## src/rtl/mul_writeback_sequencer_if.sv

```systemverilog
// Execute-stage / register-file side bundle of the multiply writeback sequencer.
// The master drives the MUL request from execute; the slave (the sequencer)
// returns stall, status and the register-file write port.
interface mul_writeback_sequencer_if #(
  parameter int RA_W = 5
);
  logic            issue_mul;
  logic [RA_W-1:0] DA;
  logic [63:0]     F_mul;
  logic            flush;
  logic            stall;
  logic            rf_we;
  logic [RA_W-1:0] rf_wa;
  logic [31:0]     rf_wd;
  logic            busy;
  logic            mul_done;

  modport master (
    output issue_mul, DA, F_mul, flush,
    input  stall, rf_we, rf_wa, rf_wd, busy, mul_done
  );

  modport slave (
    input  issue_mul, DA, F_mul, flush,
    output stall, rf_we, rf_wa, rf_wd, busy, mul_done
  );
endinterface

```

## src/rtl/mul_writeback_sequencer.sv

```systemverilog
// Multiply writeback sequencer: stalls the pipeline while a MUL is in flight,
// waits MUL_LAT cycles for the 64-bit product, then writes the low word to DA
// and the high word to DA+1 over two cycles through the single RF write port.
module mul_writeback_sequencer #(
  parameter int MUL_LAT = 2,
  parameter int RA_W    = 5
) (
  input  logic                     clk,
  input  logic                     rst,
  mul_writeback_sequencer_if.slave bus
);

  typedef enum logic [1:0] {
    ST_IDLE  = 2'd0,
    ST_WAIT  = 2'd1,
    ST_WR_LO = 2'd2,
    ST_WR_HI = 2'd3
  } state_e;

  localparam logic [3:0] LAT_M1 = 4'(MUL_LAT - 1);

  state_e          r_state;
  logic [3:0]      r_cnt;
  logic [RA_W-1:0] r_dst;
  logic [63:0]     r_prod;

  state_e          w_state_nxt;
  logic [3:0]      w_cnt_nxt;
  logic [RA_W-1:0] w_dst_nxt;
  logic [63:0]     w_prod_nxt;
  logic [RA_W-1:0] w_dst_inc;
  logic            w_stall;
  logic            w_rf_we;
  logic [RA_W-1:0] w_rf_wa;
  logic [31:0]     w_rf_wd;
  logic            w_mul_done;

  // High word goes to the next register; wraps modulo 2^RA_W so R31 -> R0.
  assign w_dst_inc = r_dst + RA_W'(1);

  // State register and datapath holding registers.
  // NOTE: reset is synchronous (sampled only on the rising edge), and every
  // state bit uses non-blocking assignment so all registers update together.
  always_ff @(posedge clk) begin
    if (rst) begin
      r_state <= ST_IDLE;
      r_cnt   <= '0;
      r_dst   <= '0;
      r_prod  <= '0;
    end else begin
      r_state <= w_state_nxt;
      r_cnt   <= w_cnt_nxt;
      r_dst   <= w_dst_nxt;
      r_prod  <= w_prod_nxt;
    end
  end

  // Next-state and output decode; issue_mul is only looked at in IDLE so the
  // stalled MUL holding it high cannot retrigger the sequence.
  // NOTE: every signal gets a default first so no path leaves one unassigned
  // (which would infer a latch).
  always_comb begin
    w_state_nxt = r_state;
    w_cnt_nxt   = r_cnt;
    w_dst_nxt   = r_dst;
    w_prod_nxt  = r_prod;
    w_stall     = 1'b0;
    w_rf_we     = 1'b0;
    w_rf_wa     = '0;
    w_rf_wd     = '0;
    w_mul_done  = 1'b0;

    unique case (r_state)
      ST_IDLE: begin
        if (bus.issue_mul && !bus.flush) begin
          w_stall     = 1'b1;
          w_dst_nxt   = bus.DA;
          w_cnt_nxt   = LAT_M1;
          w_state_nxt = ST_WAIT;
        end
      end
      ST_WAIT: begin
        w_stall = 1'b1;
        if (bus.flush) begin
          w_state_nxt = ST_IDLE;
        end else if (r_cnt == 4'd0) begin
          w_prod_nxt  = bus.F_mul;
          w_state_nxt = ST_WR_LO;
        end else begin
          w_cnt_nxt = r_cnt - 4'd1;
        end
      end
      ST_WR_LO: begin
        w_stall     = 1'b1;
        w_rf_we     = 1'b1;
        w_rf_wa     = r_dst;
        w_rf_wd     = r_prod[31:0];
        w_state_nxt = ST_WR_HI;
      end
      ST_WR_HI: begin
        // R0 is hard-wired; a wrapped high-word write is suppressed.
        w_rf_we     = (w_dst_inc != '0);
        w_rf_wa     = w_dst_inc;
        w_rf_wd     = r_prod[63:32];
        w_mul_done  = 1'b1;
        w_state_nxt = ST_IDLE;
      end
      default: w_state_nxt = ST_IDLE;
    endcase
  end

  // Stall is forced low while reset is asserted; the write port depends only on state.
  assign bus.stall    = w_stall & ~rst;
  assign bus.rf_we    = w_rf_we;
  assign bus.rf_wa    = w_rf_wa;
  assign bus.rf_wd    = w_rf_wd;
  assign bus.mul_done = w_mul_done;
  assign bus.busy     = (r_state != ST_IDLE);

endmodule

```

## src/flat_wrapper.sv

```systemverilog
// flat-port wrapper written by rule: the top's interface ports become plain ports
module mul_writeback_sequencer_flat 
#(
  parameter int MUL_LAT = 2,
  parameter int RA_W    = 5
)
  (clk, rst, bus_issue_mul, bus_DA, bus_F_mul, bus_flush, bus_stall, bus_rf_we, bus_rf_wa, bus_rf_wd, bus_busy, bus_mul_done);
  mul_writeback_sequencer_if #(.RA_W(RA_W)) bus_i ();
  input  logic clk;
  input  logic rst;
  input wire logic [$bits(bus_i.issue_mul)-1:0] bus_issue_mul;
  input wire logic [$bits(bus_i.DA)-1:0] bus_DA;
  input wire logic [$bits(bus_i.F_mul)-1:0] bus_F_mul;
  input wire logic [$bits(bus_i.flush)-1:0] bus_flush;
  output wire logic [$bits(bus_i.stall)-1:0] bus_stall;
  output wire logic [$bits(bus_i.rf_we)-1:0] bus_rf_we;
  output wire logic [$bits(bus_i.rf_wa)-1:0] bus_rf_wa;
  output wire logic [$bits(bus_i.rf_wd)-1:0] bus_rf_wd;
  output wire logic [$bits(bus_i.busy)-1:0] bus_busy;
  output wire logic [$bits(bus_i.mul_done)-1:0] bus_mul_done;
  assign bus_i.issue_mul = bus_issue_mul;
  assign bus_i.DA = bus_DA;
  assign bus_i.F_mul = bus_F_mul;
  assign bus_i.flush = bus_flush;
  assign bus_stall = bus_i.stall;
  assign bus_rf_we = bus_i.rf_we;
  assign bus_rf_wa = bus_i.rf_wa;
  assign bus_rf_wd = bus_i.rf_wd;
  assign bus_busy = bus_i.busy;
  assign bus_mul_done = bus_i.mul_done;
  mul_writeback_sequencer #(.MUL_LAT(MUL_LAT), .RA_W(RA_W)) u_core (.clk(clk), .rst(rst), .bus(bus_i));
endmodule
```

## config.mk

```make
export PLATFORM = sky130hd
export DESIGN_NAME = mul_writeback_sequencer_flat
export DESIGN_NICKNAME = d
export VERILOG_FILES = /design/src/rtl/mul_writeback_sequencer_if.sv /design/src/rtl/mul_writeback_sequencer.sv /design/src/flat_wrapper.sv
export SDC_FILE = /design/constraint.sdc
export NUM_CORES = 1
export LEC_CHECK = 0
export BUFFER_PORTS_ARGS = -buffer_cell sky130_fd_sc_hd__buf_2
export CORE_MARGIN = 10
export CORE_UTILIZATION = 55
export CTS_BUF_LIST = sky130_fd_sc_hd__clkbuf_16
export CTS_CLUSTER_SIZE = 10
export DETAILED_ROUTE_END_ITERATION = 10
export PLACE_DENSITY_LB_ADDON = 0.15
export SYNTH_ARGS = -nofsm -noshare
export SYNTH_HDL_FRONTEND = slang
export SYNTH_SLANG_ARGS = --single-unit
```

## constraint.sdc

```tcl
create_clock -name clk -period 3.65 [get_ports clk]
set_input_delay 0.5475 -clock clk [delete_from_list [all_inputs] [get_ports clk]]
set_output_delay 0.5475 -clock clk [all_outputs]
set_load 0.02 [all_outputs]
```

==> results.py <==
metrics = {
    "status": {
        "status": "completed",
    },
    "logic_synthesis": {
        "ys_types": 36,
        "syn_area_um2": 3540,
        "ys_async_sr_fraction_pct": 0,
        "yosysMostFrequentCell": "dfxtp_1",
        "syn_inst": 424,
        "synth_nets": 505,
        "synth_common_cells": "dfxtp_1 (75), o21ai_0 (69), nand3_1 (68), a21oi_1 (65), a22o_1 (34)",
        "ys_ff_latch": 75,
        "synth_top_area_share_pct": 42.4,
        "synth_ff_type": "dfxtp_1",
        "yosysWarnings": 0,
        "synth.largest_area_cell": "dfxtp_1",
        "synth_enable_flop_cells": 0,
        "synth_area_leaders": "dfxtp_1 (42%), o21ai_0 (9.8%), nand3_1 (9.6%)",
        "synth_seq_area_share_pct": 42.4,
        "avgSynthCellArea_um2": 8.35,
    },
    "worst_hold_path": {
        "hp-class": "primary input to flop",
        "hold_path_startpoint": "bus_DA[3]",
        "hold_depth": 3,
        "hold_end": "u_core.r_dst[3]$_SDFFE_PP0N_",
    },
    "routing": {
        "antenna_left": 0,
        "avgRoutedWirePerCell_um": 17.5,
        "vias_per_cell": 5.98,
        "dr.pass1.iters": 4,
        "vias": 3542,
        "routed_wirelength_um": 10300,
        "drt_iter0_markers": 209,
        "drc": 0,
    },
    "global_route": {
        "grt_pass1_wl_um": 16800,
        "top_usage_layer": "met2",
        "antenna_found_initial": 0,
        "gr-total-overflow": 0,
        "met1_usage_pct": 24.9,
        "met3_usage_pct": 8.24,
        "grt_pass1_vias": 3486,
        "grt_max_degree": 68,
        "grt_use_met2_pct": 30.3,
        "grt_usage_pct": 19.7,
    },
    "setup_path": {
        "worstRegToRegCells": 6,
        "critPathLaunchType": "flop",
        "r2r_slack_ps": 1510,
        "cp.required_ps": 3100,
        "crit_fanout": 23,
        "r2r_end": "u_core.r_prod[15]$_SDFFE_PP0P_",
        "crit_type": "flop to output pin",
        "cp.arrival_ps": 2260,
        "setup.worst_path.end_class": "output pin",
    },
    "clocking": {
        "hold_buffers": 0,
        "numCtsBuffers": 9,
        "cts_max_path_buffers": 2,
        "cts_resized": 0,
        "cts_tree": "done",
        "insertion_delay_ps": 320,
        "htree_levels": 3,
        "post_cts_buffers": 0,
        "clk_pin_slew_ps": 60,
        "cts_sinks": 75,
        "root_buffer": "clkbuf_16",
    },
    "die": {
        "fp.dieH_um": 100,
        "design.core.area_um2": 6310,
        "ios": 114,
        "start_util_pct": 56.1,
        "dieArea_um2": 10000,
        "rows": 29,
        "fp.dieW_um": 100,
    },
    "power_and_ir_drop": {
        "p_per_area_nw_per_um2": 526,
        "ir_worst_vdd_mv": 0.314,
        "p_leak_nw": 1.82,
        "p_total_mw": 2.31,
    },
    "placement": {
        "gp_congestion": 0.834,
        "dp_hpwl_um": 6860,
        "io_buffers": 113,
        "place_inst": 576,
    },
    "timing": {
        "slew_headroom_pct": 41.6,
        "fmax_mhz": 356,
        "tns_ps": 0,
        "drv_slew": 0,
        "tightestPinTransition_ps": 877,
        "rsz0062_at_grt": "no",
        "post-route-min-period_ps": 2810,
        "whs_ps": 460,
        "final_hold_viol_count": 0,
        "setup_viol": 0,
        "skew_ps": 6.26,
        "post-route-period-util_pct": 76.9,
    },
    "cells_and_area": {
        "fillers": 539,
        "area_growth_pct": 24.2,
        "multi_input_area_um2": 1800,
        "final_nets": 591,
        "drive_gt1_share_pct": 27.8,
        "utilization_pct": 69.6,
        "ff_latch_area_um2": 1500,
        "layout.cells.non_filler": 592,
        "antennaDiodeCount": 0,
    },
    "flow_run": {
        "cap_violations": 0,
    },
}
==> worst max-delay path by stage <==
stage                                    from       endpoint  slack, ps  cells past startpoint
6_report       u_core.r_state[0]$_SDFFE_PP0P_  bus_rf_wd[31]        840                      5
5_1_grt        u_core.r_state[0]$_SDFFE_PP0P_   bus_rf_wd[0]        700                      5
4_1_cts        u_core.r_state[0]$_SDFFE_PP0P_  bus_rf_wd[23]        820                      5
3_5_place_dp   u_core.r_state[0]$_SDFFE_PP0P_  bus_rf_wd[23]       1160                      5
3_3_place_gp   u_core.r_state[0]$_SDFFE_PP0P_   bus_rf_wd[0]       1250                      5
2_1_floorplan  u_core.r_state[0]$_SDFFE_PP0P_      bus_stall       1520                      4
==> kinds of logic (layout without fill, tap and decap cells) <==
logic type | after synthesis | after routing | synth area share [%]
XOR/XNOR | 1 | 1 | 0.247
multiplexers | 10 | 10 | 2.86
AO/OA/AOI/OAI | 178 | 178 | 29.7
flip-flops | 75 | 75 | 42.4
adder cells (fa/ha/maj) | 8 | 8 | 2.83
AND/OR/NAND/NOR | 99 | 99 | 14.9
buffers and inverters | 53 | 144 | 7.00
==> routing by layer <==
| layer | part of all wire (%) | wire (um) |
|---|---|---|
| met5 | 0 | 0 |
| met4 | 0.78 | 81 |
| met3 | 10 | 1040 |
| met2 | 48 | 4930 |
| met1 | 41 | 4280 |
==> registers in the layout (all words and copies together), names as in the netlist, named ones only <==
signal / flops
u_core.r_prod: 64
u_core.r_dst: 5
u_core.r_cnt: 4
u_core.r_state: 1
==> cell type report <==
cell class | instances | share of cell area, %
multi-input combinational | 296 | 40.9
sequential | 75 | 34.1
timing repair buffer | 120 | 14.3
clock buffer | 9 | 5.12
clock inverter | 7 | 2.62
tap | 77 | 2.19
inverter | 8 | 0.683
==> metrics by stage <==
step                cell area (um^2)  setup slack, ps
finish                          4400              843
global route                    4400              700
CTS                             4400              818
detailed placement              4060             1160
global placement                4060             1250
floorplan                       3540             1520
==> power breakdown <==
part	switching (mW)	total, mW	internal, mW
Clock	0.331	0.997	0.666
Sequential	0.0341	0.907	0.873
Combinational	0.282	0.410	0.128
==> critical path, stage by stage (launching register included) <==
cell and delay (ps):
dfxtp_1 330, inv_1 120, ha_1 750, buf_4 370
a22o_1 180, buf_2 160
==> cells in the final DEF (no fill, tap or decap), types with 2 or more instances in the layout <==
master / instances
buf_2: 113
dfxtp_1: 75
o21ai_0: 69
nand3_1: 68
a21oi_1: 65
a22o_1: 34
mux2i_1: 9
nor2_1: 9
clkbuf_16: 9
inv_1: 8
ha_1: 8
buf_4: 6
nand2_1: 5
a211oi_1: 5
nand3b_1: 3
bufinv_16: 3
nor2b_1: 2
or3_1: 2
(Power assumes the default switching activity.)
